### src/rtl/burst_addr_gen.sv
// Burst address generator: captures a burst length and a start address,
// then steps the address and beat count on each counter_en until the burst completes.
//
// Ports:
//   clk, rst (async, active-high)
//   load_len/burst_len_in   : capture the burst length (enters ARMED)
//   load_addr/addr_in       : capture the start address (enters RUN or DONE)
//   counter_en, adder_en    : beat step request and address increment enable
//   addr_out, beat_count    : registered current address and step count
//   stop_signal, busy       : burst complete (level) and running flags
module burst_addr_gen #(
  parameter int ADDR_W    = 16,
  parameter int LEN_W     = 4,
  parameter int ADDR_INCR = 1
) (
  input  logic              clk,
  input  logic              rst,
  input  logic              load_len,
  input  logic [LEN_W-1:0]  burst_len_in,
  input  logic              load_addr,
  input  logic [ADDR_W-1:0] addr_in,
  input  logic              counter_en,
  input  logic              adder_en,
  output logic [ADDR_W-1:0] addr_out,
  output logic [LEN_W-1:0]  beat_count,
  output logic              stop_signal,
  output logic              busy
);

  localparam logic [1:0] S_IDLE  = 2'd0;
  localparam logic [1:0] S_ARMED = 2'd1;
  localparam logic [1:0] S_RUN   = 2'd2;
  localparam logic [1:0] S_DONE  = 2'd3;

  localparam logic [ADDR_W-1:0] INCR = ADDR_W'(ADDR_INCR);

  logic [1:0]        r_state;
  logic [LEN_W-1:0]  r_len;
  logic [ADDR_W-1:0] r_addr;
  logic [LEN_W-1:0]  r_beat;
  logic              r_stop;

  logic [LEN_W-1:0]  w_len_eff;
  logic [LEN_W-1:0]  w_beat_nxt;
  logic              w_addr_ok;
  logic              w_step;

  // A length strobed in the same cycle as the address is the one used.
  assign w_len_eff  = load_len ? burst_len_in : r_len;
  // An address with no length ever captured (IDLE) is dropped.
  assign w_addr_ok  = load_addr && ((r_state != S_IDLE) || load_len);
  assign w_step     = (r_state == S_RUN) && counter_en;
  assign w_beat_nxt = r_beat + LEN_W'(1);

  always_ff @(posedge clk or posedge rst) begin
    if (rst) begin
      r_state <= S_IDLE;
      r_len   <= '0;
      r_addr  <= '0;
      r_beat  <= '0;
      r_stop  <= 1'b0;
    end else begin
      if (load_len) begin
        r_len <= burst_len_in;
      end
      if (w_addr_ok) begin
        r_addr <= addr_in;
        r_beat <= '0;
        if (w_len_eff == '0) begin
          r_state <= S_DONE;
          r_stop  <= 1'b1;
        end else begin
          r_state <= S_RUN;
          r_stop  <= 1'b0;
        end
      end else if (load_len) begin
        r_beat  <= '0;
        r_stop  <= 1'b0;
        r_state <= S_ARMED;
      end else if (w_step) begin
        r_beat <= w_beat_nxt;
        if (adder_en) begin
          r_addr <= r_addr + INCR;
        end
        if (w_beat_nxt == r_len) begin
          r_state <= S_DONE;
          r_stop  <= 1'b1;
        end
      end
    end
  end

  assign addr_out    = r_addr;
  assign beat_count  = r_beat;
  assign stop_signal = r_stop;
  assign busy        = (r_state == S_RUN);

endmodule
### config.mk
export PLATFORM = sky130hd
export DESIGN_NAME = burst_addr_gen
export DESIGN_NICKNAME = d
export VERILOG_FILES = /design/src/rtl/burst_addr_gen.sv
export SDC_FILE = /design/constraint.sdc
export NUM_CORES = 1
export LEC_CHECK = 0
export ABC_AREA = 0
export CORE_MARGIN = 2
export CORE_UTILIZATION = 25
export CTS_CLUSTER_SIZE = 20
export DETAILED_ROUTE_END_ITERATION = 10
export GPL_TIMING_DRIVEN = 0
export PLACE_DENSITY_LB_ADDON = 0.1
export SYNTH_ARGS = -nofsm -noshare
export SYNTH_HDL_FRONTEND = slang
export SYNTH_SLANG_ARGS = --single-unit
### constraint.sdc
create_clock -name clk -period 2.85 [get_ports clk]
set_input_delay 0.57 -clock clk [delete_from_list [all_inputs] [get_ports clk]]
set_output_delay 0.57 -clock clk [all_outputs]
set_load 0.005 [all_outputs]
==> results.tsv <==
metric	value	unit
syn_inst	159	
worst_slack	0.670	ns
worst_pin_slew	1.09	ns
finalSetupViolCount	0	
final_cell_mix	47 x clkdlybuf4s50_1, 27 x dfrtp_1, 17 x nand2_1	
synth_area_leaders	dfrtp_1 44%, nand2_1 4.1%, xor2_1 4.0%	
initial_utilization	25.9	%
vias	1386	
htreeDepth	1	
rsz0062_at_grt	no	
clockRootBuffer	clkbuf_8	
synth_area	0.00154	mm2
synth_edf_count	0	
cp_top_family	buffers and inverters	
fin_cells	285	
post_cts_buffers	0	
crit_path_top_delay_cell	clkbuf_1	
place_congestion	0.760	
dieWidth	82.6	um
die_area	0.00682	mm2
hold_viol	0	
grt-ovfl-total	0	
maxCapViolations	0	
vdd_ir_drop_max	0.000157	V
maxSlewViolCount	0	
crit_path_end_kind	flip-flop	
crit_fanout	10	
ys_warn_count	0	
synth_top_area_share	43.8	%
avgViaCountPerCell	4.86	
hold_class	reg -> reg	
slew_headroom	27.4	%
syn_avg_cell_area	9.70	um2
clk_latency	0.27	ns
critPathBufInv	3	
grt_max_degree	28	
port_buffers	47	
hold_buffers	0	
place_ws	0.348	ns
layout_commonest_cell	clkdlybuf4s50_1	
totalWireLength	4020	um
status	finished, final reports clean	
area_delta_synth_final	39.5	%
synth-seq-area-share	43.8	%
slowest_delay	0.45	ns
first_global_vias	1402	
syn_nets	187	
first_iter_violations	30	
fin_skew	0.00574	ns
period_needed	2.18	ns
synthFlopType	dfrtp_1	
synth_async_sr_flop_share	100	%
ioPinCount	48	
hpwl	3010	um
globalRouteTotalUtil	12.4	%
cts_buffers	3	
crit_path_cell_trace	clkdlybuf4s50_1 -> buf_4 -> o31ai_1 -> clkbuf_1 -> mux2_2	
critical_path_class	in -> reg	
max-clock-path-buffers	2	
power.leakage	0.823	nW
cp.required	3.02	ns
coreArea	0.00596	mm2
critPathLaunchType	input pin	
wl_per_cell	14.1	um
fin_setup_tns	0	ns
ys_ff_latch	27	
diodes	0	
num-fill-cells	623	
cts-resized-gates	0	
drive_gt1_share	10.0	%
die_h	82.6	um
cts.clk_slew.worst_paths	0.10	ns
grt_pass1_wl	6530	um
clkSinkCount	27	
fin_crit_sh	76.5	%
synth.distinct_cells	39	
floorplan.rows	28	
synth_top_area_cell	dfrtp_1	
cts_tree	done	
dp.cells	281	
drcViolationCount	0	
drt_first_pass_iters	4	
p_per_area	432	mW/mm2
antenna_left	0	
critical_path_arrival	2.35	ns
antenna_found_initial	0	
nets	239	
fmax	0.459	GHz
## worst register-to-register path, cell delays in order (launching register included)
cell and delay, ns:
dfrtp_1 0.42, ha_1 0.18, and4_1 0.26, nand3_1 0.21
or4_1 0.51, a31oi_1 0.17
## sequential cells by signal, indices dropped and copies added, names as in the netlist
register and count:
stop_signal 1, r_state 2, beat_count 4, r_len 4, addr_out 16
## per-stage QoR
step	hold WS, ns	util [%]	cell area, um2	power (mW)
after floorplan	0.514	-	1540	0.578
after global placement	0.547	35.4	2110	0.712
after detailed placement	0.544	35.4	2110	0.715
after CTS	0.573	36.1	2150	0.943
after global routing	0.598	36.1	2150	0.985
final	0.572	36.1	2150	0.930
## power by group
part | total (mW) | switching [mW] | internal (mW)
registers | 0.469 | 0.0473 | 0.421
clock network | 0.225 | 0.124 | 0.100
logic | 0.237 | 0.0949 | 0.142
total | 0.930 | 0.266 | 0.663
## cell families after synthesis
| kind of cell | Yosys count | synth area share, % |
|---|---|---|
| AND/OR/NAND/NOR | 65 | 23.7 |
| AO/OA/AOI/OAI | 36 | 15.2 |
| flip-flops | 27 | 43.8 |
| XOR/XNOR | 13 | 7.38 |
| buffers and inverters | 10 | 4.05 |
| multiplexers | 6 | 4.30 |
| adder cells (fa/ha/maj) | 2 | 1.62 |
## layer usage
| metal | global-route usage [%] | part of all wire (%) |
|---|---|---|
| met2 | 20.5 | 47 |
| met3 | 1.96 | 5.2 |
| met1 | 16.9 | 48 |
| met5 | 0 | 0 |
| met4 | 3.44 | 0.52 |
## area by class of cell
| cell class | instances | area, um2 | share of cell area (%) |
|---|---|---|---|
| clock buffers | 4 | 45.0 | 2.09 |
| repair buffers | 47 | 470 | 21.9 |
| inverters | 2 | 7.51 | 0.349 |
| well taps | 75 | 93.8 | 4.36 |
| flip-flops and latches | 27 | 676 | 31.4 |
| multi-input cells | 122 | 805 | 37.4 |
| plain buffers | 8 | 55.1 | 2.56 |
## synthesized netlist by cell type, types with 5 or more instances
| cell type | count |
|---|---|
| xnor2_1 | 6 |
| or4_1 | 7 |
| o31ai_1 | 8 |
| nor2_1 | 12 |
| nand3_1 | 8 |
| dfrtp_1 | 27 |
| mux2_2 | 5 |
| a31oi_1 | 9 |
| nand2_1 | 17 |
| xor2_1 | 7 |
| nand4_1 | 5 |
| o21ai_0 | 9 |
## final timing paths
check	slack (ns)	start	endpoint	cells past startpoint
worst max-delay path	0.67	load_len	addr_out[3]	5
worst min-delay path	0.57	r_len[2]	r_len[2]	1
worst max register to register	1.03	addr_out[0]	addr_out[14]	5
worst min register to register	0.57	r_len[2]	r_len[2]	1
max in group asynchronous	1.33	rst	beat_count[3]	2
min in group asynchronous	0.87	rst	addr_out[15]	2
Note: power is estimated with default switching activity, not from simulation.
